`config.mk`:
```
export PLATFORM = sky130hd
export DESIGN_NAME = bus_decode_wait_flat
export DESIGN_NICKNAME = d
export VERILOG_FILES = /design/src/rtl/bus_decode_wait_if.sv /design/src/rtl/bus_decode_wait.sv /design/src/flat_wrapper.sv
export SDC_FILE = /design/constraint.sdc
export NUM_CORES = 1
export LEC_CHECK = 0
export ABC_AREA = 0
export BUFFER_PORTS_ARGS = -buffer_cell sky130_fd_sc_hd__buf_2
export CAP_MARGIN = 15
export CORE_AREA = 4 4 47 49
export DETAILED_ROUTE_END_ITERATION = 8
export DIE_AREA = 0 0 51 53
export PLACE_DENSITY = 0.73
export SKIP_LAST_GASP = 1
export SLEW_MARGIN = 20
export SYNTH_ARGS = -nofsm -noshare
export SYNTH_HDL_FRONTEND = slang
export SYNTH_SLANG_ARGS = --single-unit
```
`constraint.sdc`:
```
create_clock -name clk -period 2.47 [get_ports clk]
set_input_delay 0.247 -clock clk [delete_from_list [all_inputs] [get_ports clk]]
set_output_delay 0.247 -clock clk [all_outputs]
set_load 0.03 [all_outputs]
```
`src/rtl/bus_decode_wait_if.sv`:
```
// Z80 bus signals between the CPU strobes and the bus_decode_wait cycle decoder.
// The master side drives address and strobes; the slave side returns selects and WAIT.
interface bus_decode_wait_if;
    logic [15:0] addr;
    logic        mreq_n;
    logic        iorq_n;
    logic        rd_n;
    logic        wr_n;
    logic        m1_n;
    logic        rfsh_n;
    logic        cs_rom;
    logic        cs_ram;
    logic        cs_io;
    logic [1:0]  rdsel;
    logic        rd_oe;
    logic        wr_stb;
    logic        wait_n;

    modport master (
        output addr, mreq_n, iorq_n, rd_n, wr_n, m1_n, rfsh_n,
        input  cs_rom, cs_ram, cs_io, rdsel, rd_oe, wr_stb, wait_n
    );

    modport slave (
        input  addr, mreq_n, iorq_n, rd_n, wr_n, m1_n, rfsh_n,
        output cs_rom, cs_ram, cs_io, rdsel, rd_oe, wr_stb, wait_n
    );
endinterface

```
`src/rtl/bus_decode_wait.sv`:
```
// Z80 bus cycle decoder and per-region wait-state generator feeding the read-data mux.
// Optional: define BUS_DECODE_M1_WAIT_EN to add one wait state to opcode-fetch cycles.
module bus_decode_wait #(
    parameter logic [15:0] ROM_END  = 16'h3FFF,
    parameter int unsigned ROM_WAIT = 1,
    parameter int unsigned RAM_WAIT = 0,
    parameter int unsigned IO_WAIT  = 2
) (
    input  logic             clk,
    input  logic             rst_n,
    bus_decode_wait_if.slave bus
);

    typedef enum logic [1:0] {
        S_IDLE,
        S_WAIT,
        S_ACTIVE
    } state_t;

    // Region codes double as the rdsel value that steers the read-data mux.
    typedef enum logic [1:0] {
        R_ROM  = 2'b00,
        R_RAM  = 2'b01,
        R_IO   = 2'b10,
        R_INTA = 2'b11
    } region_t;

    localparam logic [3:0] ROM_CNT = 4'(ROM_WAIT);
    localparam logic [3:0] RAM_CNT = 4'(RAM_WAIT);
    localparam logic [3:0] IO_CNT  = 4'(IO_WAIT);

`ifdef BUS_DECODE_M1_WAIT_EN
    localparam logic [3:0] ROM_CNT_M1 = (ROM_CNT == 4'hF) ? 4'hF : ROM_CNT + 4'd1;
    localparam logic [3:0] RAM_CNT_M1 = (RAM_CNT == 4'hF) ? 4'hF : RAM_CNT + 4'd1;
`else
    localparam logic [3:0] ROM_CNT_M1 = ROM_CNT;
    localparam logic [3:0] RAM_CNT_M1 = RAM_CNT;
`endif

    state_t      state_q, state_d;
    region_t     region_q, region_d;
    logic [3:0]  cnt_q, cnt_d;
    logic        wr_done_q, wr_done_d;

    logic        cs_rom_q, cs_rom_d;
    logic        cs_ram_q, cs_ram_d;
    logic        cs_io_q, cs_io_d;
    logic [1:0]  rdsel_q, rdsel_d;
    logic        rd_oe_q, rd_oe_d;
    logic        wr_stb_q, wr_stb_d;
    logic        wait_n_q, wait_n_d;

    logic        start;
    logic        bus_held;
    logic        in_cycle;
    region_t     start_region;
    logic [3:0]  start_cnt;

    assign start    = (!bus.mreq_n && bus.rfsh_n && (!bus.rd_n || !bus.wr_n)) || !bus.iorq_n;
    assign bus_held = !bus.mreq_n || !bus.iorq_n;
    assign in_cycle = (state_q != S_IDLE) && bus_held;

    // NOTE: every signal written here gets a default first, so no path can infer a latch.
    always_comb begin
        start_region = R_RAM;
        start_cnt    = RAM_CNT;
        if (!bus.iorq_n && !bus.m1_n) begin
            start_region = R_INTA;
            start_cnt    = IO_CNT;
        end else if (!bus.iorq_n) begin
            start_region = R_IO;
            start_cnt    = IO_CNT;
        end else if (bus.addr <= ROM_END) begin
            start_region = R_ROM;
            start_cnt    = bus.m1_n ? ROM_CNT : ROM_CNT_M1;
        end else begin
            start_region = R_RAM;
            start_cnt    = bus.m1_n ? RAM_CNT : RAM_CNT_M1;
        end
    end

    always_comb begin
        state_d   = state_q;
        region_d  = region_q;
        cnt_d     = cnt_q;
        wr_done_d = wr_done_q;
        case (state_q)
            S_IDLE: begin
                wr_done_d = 1'b0;
                if (start) begin
                    region_d = start_region;
                    cnt_d    = start_cnt;
                    state_d  = (start_cnt == 4'd0) ? S_ACTIVE : S_WAIT;
                end
            end
            S_WAIT: begin
                if (!bus_held) begin
                    state_d = S_IDLE;
                    cnt_d   = 4'd0;
                end else begin
                    cnt_d = cnt_q - 4'd1;
                    if (cnt_q == 4'd1) state_d = S_ACTIVE;
                end
            end
            S_ACTIVE: begin
                if (!bus_held)       state_d   = S_IDLE;
                else if (!bus.wr_n)  wr_done_d = 1'b1;
            end
            default: state_d = S_IDLE;
        endcase
    end

    // Outputs are registered from the current state, so they trail the state by one edge.
    always_comb begin
        cs_rom_d = in_cycle && (region_q == R_ROM);
        cs_ram_d = in_cycle && (region_q == R_RAM);
        cs_io_d  = in_cycle && (region_q == R_IO);
        rdsel_d  = (state_q != S_IDLE) ? region_q : rdsel_q;
        wait_n_d = !((state_q == S_WAIT) && bus_held);
        rd_oe_d  = (state_q == S_ACTIVE) && bus_held &&
                   ((region_q == R_INTA) || !bus.rd_n);
        wr_stb_d = (state_q == S_ACTIVE) && bus_held && (region_q != R_INTA) &&
                   !bus.wr_n && !wr_done_q;
    end

    // NOTE: sequential state uses non-blocking assignments so all registers see pre-edge values.
    always_ff @(posedge clk) begin
        if (!rst_n) begin
            state_q   <= S_IDLE;
            region_q  <= R_ROM;
            cnt_q     <= 4'd0;
            wr_done_q <= 1'b0;
            cs_rom_q  <= 1'b0;
            cs_ram_q  <= 1'b0;
            cs_io_q   <= 1'b0;
            rdsel_q   <= 2'b00;
            rd_oe_q   <= 1'b0;
            wr_stb_q  <= 1'b0;
            wait_n_q  <= 1'b1;
        end else begin
            state_q   <= state_d;
            region_q  <= region_d;
            cnt_q     <= cnt_d;
            wr_done_q <= wr_done_d;
            cs_rom_q  <= cs_rom_d;
            cs_ram_q  <= cs_ram_d;
            cs_io_q   <= cs_io_d;
            rdsel_q   <= rdsel_d;
            rd_oe_q   <= rd_oe_d;
            wr_stb_q  <= wr_stb_d;
            wait_n_q  <= wait_n_d;
        end
    end

    assign bus.cs_rom = cs_rom_q;
    assign bus.cs_ram = cs_ram_q;
    assign bus.cs_io  = cs_io_q;
    assign bus.rdsel  = rdsel_q;
    assign bus.rd_oe  = rd_oe_q;
    assign bus.wr_stb = wr_stb_q;
    assign bus.wait_n = wait_n_q;

    // A write strobe only ever follows the wait phase, and at most one select is live.
    a_no_strobe_in_wait : assert property (@(posedge clk) disable iff (!rst_n)
        !(bus.wr_stb && !bus.wait_n));
    a_onehot_cs : assert property (@(posedge clk) disable iff (!rst_n)
        $onehot0({bus.cs_rom, bus.cs_ram, bus.cs_io}));

endmodule

```
`src/flat_wrapper.sv`:
```
// flat-port wrapper written by rule: the top's interface ports become plain ports
module bus_decode_wait_flat 
#(
    parameter logic [15:0] ROM_END  = 16'h3FFF,
    parameter int unsigned ROM_WAIT = 1,
    parameter int unsigned RAM_WAIT = 0,
    parameter int unsigned IO_WAIT  = 2
)
  (clk, rst_n, bus_addr, bus_mreq_n, bus_iorq_n, bus_rd_n, bus_wr_n, bus_m1_n, bus_rfsh_n, bus_cs_rom, bus_cs_ram, bus_cs_io, bus_rdsel, bus_rd_oe, bus_wr_stb, bus_wait_n);
  bus_decode_wait_if bus_i ();
  input  logic clk;
  input  logic rst_n;
  input wire logic [$bits(bus_i.addr)-1:0] bus_addr;
  input wire logic [$bits(bus_i.mreq_n)-1:0] bus_mreq_n;
  input wire logic [$bits(bus_i.iorq_n)-1:0] bus_iorq_n;
  input wire logic [$bits(bus_i.rd_n)-1:0] bus_rd_n;
  input wire logic [$bits(bus_i.wr_n)-1:0] bus_wr_n;
  input wire logic [$bits(bus_i.m1_n)-1:0] bus_m1_n;
  input wire logic [$bits(bus_i.rfsh_n)-1:0] bus_rfsh_n;
  output wire logic [$bits(bus_i.cs_rom)-1:0] bus_cs_rom;
  output wire logic [$bits(bus_i.cs_ram)-1:0] bus_cs_ram;
  output wire logic [$bits(bus_i.cs_io)-1:0] bus_cs_io;
  output wire logic [$bits(bus_i.rdsel)-1:0] bus_rdsel;
  output wire logic [$bits(bus_i.rd_oe)-1:0] bus_rd_oe;
  output wire logic [$bits(bus_i.wr_stb)-1:0] bus_wr_stb;
  output wire logic [$bits(bus_i.wait_n)-1:0] bus_wait_n;
  assign bus_i.addr = bus_addr;
  assign bus_i.mreq_n = bus_mreq_n;
  assign bus_i.iorq_n = bus_iorq_n;
  assign bus_i.rd_n = bus_rd_n;
  assign bus_i.wr_n = bus_wr_n;
  assign bus_i.m1_n = bus_m1_n;
  assign bus_i.rfsh_n = bus_rfsh_n;
  assign bus_cs_rom = bus_i.cs_rom;
  assign bus_cs_ram = bus_i.cs_ram;
  assign bus_cs_io = bus_i.cs_io;
  assign bus_rdsel = bus_i.rdsel;
  assign bus_rd_oe = bus_i.rd_oe;
  assign bus_wr_stb = bus_i.wr_stb;
  assign bus_wait_n = bus_i.wait_n;
  bus_decode_wait #(.ROM_END(ROM_END), .ROM_WAIT(ROM_WAIT), .RAM_WAIT(RAM_WAIT), .IO_WAIT(IO_WAIT)) u_core (.clk(clk), .rst_n(rst_n), .bus(bus_i));
endmodule
```
==> results.cfg <==
[die]
num_rows = 16
fp.dieW_um = 51
die_y_um = 53
start_util_pct = 42.1
die-area_um2 = 2700
coreArea_um2 = 1860
ios = 32

[logic_synthesis]
yosysUniqueCellTypes = 33
syn_area_um2 = 783
syn_inst = 88
synth_area_leaders = dfxtp_1 (43%), a21oi_1 (6.4%), nand2_1 (5.3%), ha_1 (3.2%), buf_6 (2.9%)
syn_avg_cell_area_um2 = 8.90
ys_seq_elements = 17
synth_top_cell_by_area = dfxtp_1
synthTopCellsByCount = dfxtp_1 (17), nand2_1 (11), a21oi_1 (10)
async_flop_share_pct = 0
synth_flop_cell = dfxtp_1
synth_most_common_cell = dfxtp_1
yosysWarnings = 0
synth-edff-count = 0
synth_top_area_share_pct = 43.5
synthesis.nets = 114
ys_seq_area_share_pct = 43.5

[drt]
vias = 712
drt.antenna.violating_nets = 0
drt-pass1-iter-count = 4
drt-vias-per-instance = 5.39
wire_per_inst_um = 12.6
drc = 0
drtIter0Drc = 12
routed_wl_um = 1670

[sta]
tightest_slew_ns = 0.394
drv_slew = 0
post-route-min-period_ns = 1.39
fin_hold_ws_ns = 0.127
fin_skew_ns = 0.00860
relSlewSlack_pct = 73.7
finalCritPeriodShare_pct = 56.4
fmax_mhz = 718
finalSetupViolCount = 0
tns_ns = 0
finalHoldViolCount = 0
rsz0062_at_grt = no

[finish]
syn_to_final_growth_pct = 14.7
layout.nets = 132
finalCoreUtilization_pct = 48.3
num_antenna_cells = 0
stdcell_area_um2 = 898
drive_above_1_share_pct = 26.7

[critical_path]
arrival_ns = 1.60
crit_family = compound AO/OA/AOI/OAI gates
cp_slowest_cell = dfxtp_1
cp-end-kind = register
path_max_fanout = 9
cp_slowest_stage_delay_ns = 0.50
cp-start-kind = register
critPathLaunch = u_core.state_q[1]$_SDFFE_PN0P_
path_buf_inv = 0
critical_path_class = register to register
r2r_slack_ns = 1.08
r2r_end = u_core.cnt_q[0]$_SDFFE_PN0P_
rr_worst_depth = 4
critPathRequiredTime_ns = 2.67
worstPathCellList = nand2b_4 -> a21oi_2 -> a32o_1 -> o311a_1
r2r-start = u_core.state_q[1]$_SDFFE_PN0P_

[power]
clkPwrFrac_pct = 25.2
cellLeakagePower_nw = 0.371
power_switching_mw = 0.198
p_per_area_nw_per_um2 = 680
p_seq_share_pct = 52.2
power_frac_comb_pct = 22.6
total_power_mw = 0.611
p_sw_share_pct = 32.4
ir_drop_uv = 390
internal_power_mw = 0.413

[worst_hold_path]
hold_end = u_core.bus.rd_oe$_SDFF_PN0_
min_from = bus_rd_n
min_path_cells = 2
hp-class = input port to register

[cts]
hold_buffers = 0
h-tree-depth = 1
cts_root_buf = clkbuf_4
clk_latency_ns = 0.30
cts_tree = yes
cts_setup_buffers = 0
clk_path_buf_depth = 2
cts.repair.resized = 0
clk_pin_slew_worst_paths_ns = 0.11
numClockSinks = 17
cts_made_buffers = 3

[placed_design]
dpl_cell_area_um2 = 871
gp_congestion = 0.782
io_buffer_count = 17
place_hpwl_um = 1240

[global_routing]
grt_pass1_vias = 704
grt_pass1_wl_um = 2860
antenna_found_initial = 0
gr-total-overflow = 0
grt_usage_pct = 14.4
grt_max_degree = 11

[flow_run]
cap_violations = 0

[status]
status = finished, final reports clean
per-stage QoR:
step,instances,setup slack (ns)
after floorplan,88,1.27
after CTS,132,1.07
final,132,1.08
after global routing,132,0.960
after detailed placement,128,1.08
after global placement,128,1.09
placed cells by master (no fill, tap or decap), types with 2 or more instances in the layout:
cell type / synthesis / layout
buf_2: 1 / 17
dfxtp_1: 17 / 17
nand2_1: 11 / 11
a21oi_1: 10 / 10
inv_1: 5 / 5
o21ai_0: 4 / 4
nor2_1: 4 / 4
nor3_1: 3 / 3
clkbuf_4: 0 / 3
nand2b_1: 2 / 2
a311oi_1: 2 / 2
nand3_1: 2 / 2
o211ai_1: 2 / 2
nor3b_1: 2 / 2
o311a_1: 2 / 2
ha_1: 2 / 2
worst max path at each step:
stage	depth (start not counted)	to	slack [ns]
after CTS	4	u_core.cnt_q[0]$_SDFFE_PN0P_	1.07
after global placement	5	u_core.cnt_q[2]$_SDFFE_PN0P_	1.09
after detailed placement	5	u_core.cnt_q[2]$_SDFFE_PN0P_	1.08
final	4	u_core.cnt_q[0]$_SDFFE_PN0P_	1.08
after global routing	4	u_core.cnt_q[2]$_SDFFE_PN0P_	0.96
after floorplan	5	u_core.cnt_q[0]$_SDFFE_PN0P_	1.27
cell type report:
class | count | area, um2
tap | 27 | 33.8
clock buffer | 3 | 22.5
timing repair buffer | 17 | 85.1
clock inverter | 1 | 5.00
inverter | 7 | 28.8
fill | 193 | 963
sequential | 17 | 340
multi-input combinational | 60 | 383
power by group through the flow:
| stage | registers (mW) | clock network, mW | logic (mW) |
|---|---|---|---|
| 4_1_cts | 0.319 | 0.161 | 0.139 |
| 6_report | 0.319 | 0.154 | 0.138 |
| 5_1_grt | 0.323 | 0.171 | 0.156 |
| 3_5_place_dp | 0.325 | 0 | 0.138 |
| 3_3_place_gp | 0.324 | 0 | 0.134 |
| 2_1_floorplan | 0.330 | 0 | 0.102 |
flip-flops by register name (all words and copies together) (netlist names):
register / count
u_core.bus.cs_io: 1
u_core.bus.cs_ram: 1
u_core.bus.cs_rom: 1
u_core.bus.rd_oe: 1
u_core.bus.rdsel: 2
u_core.bus.wait_n: 1
u_core.bus.wr_stb: 1
u_core.cnt_q: 4
u_core.region_q: 2
u_core.state_q: 2
u_core.wr_done_q: 1
worst register-to-register path, delay by kind of cell (launching register included):
kind            cells  cell delay [ns]
simple gates        1             0.21
compound gates      3             0.59
flops               1             0.50
cells by family (layout without fill, tap and decap cells):
family	Yosys count	in the layout	share of synthesized area, %
AO/OA/AOI/OAI	28	28	25.1
adder cells (fa/ha/maj)	2	2	3.19
buffers and inverters	11	28	7.67
flip-flops	17	17	43.5
multiplexers	1	1	1.28
AND/OR/NAND/NOR	29	29	19.3
metal layers:
| layer | GRT usage (%) | part of all wire (%) |
|---|---|---|
| met1 | 14.1 | 42 |
| met2 | 25.5 | 49 |
| met3 | 7.04 | 8.3 |
| met4 | 6.28 | 1.1 |
| met5 | 0 | 0 |
No activity file was read; power rests on OpenSTA's default activity.
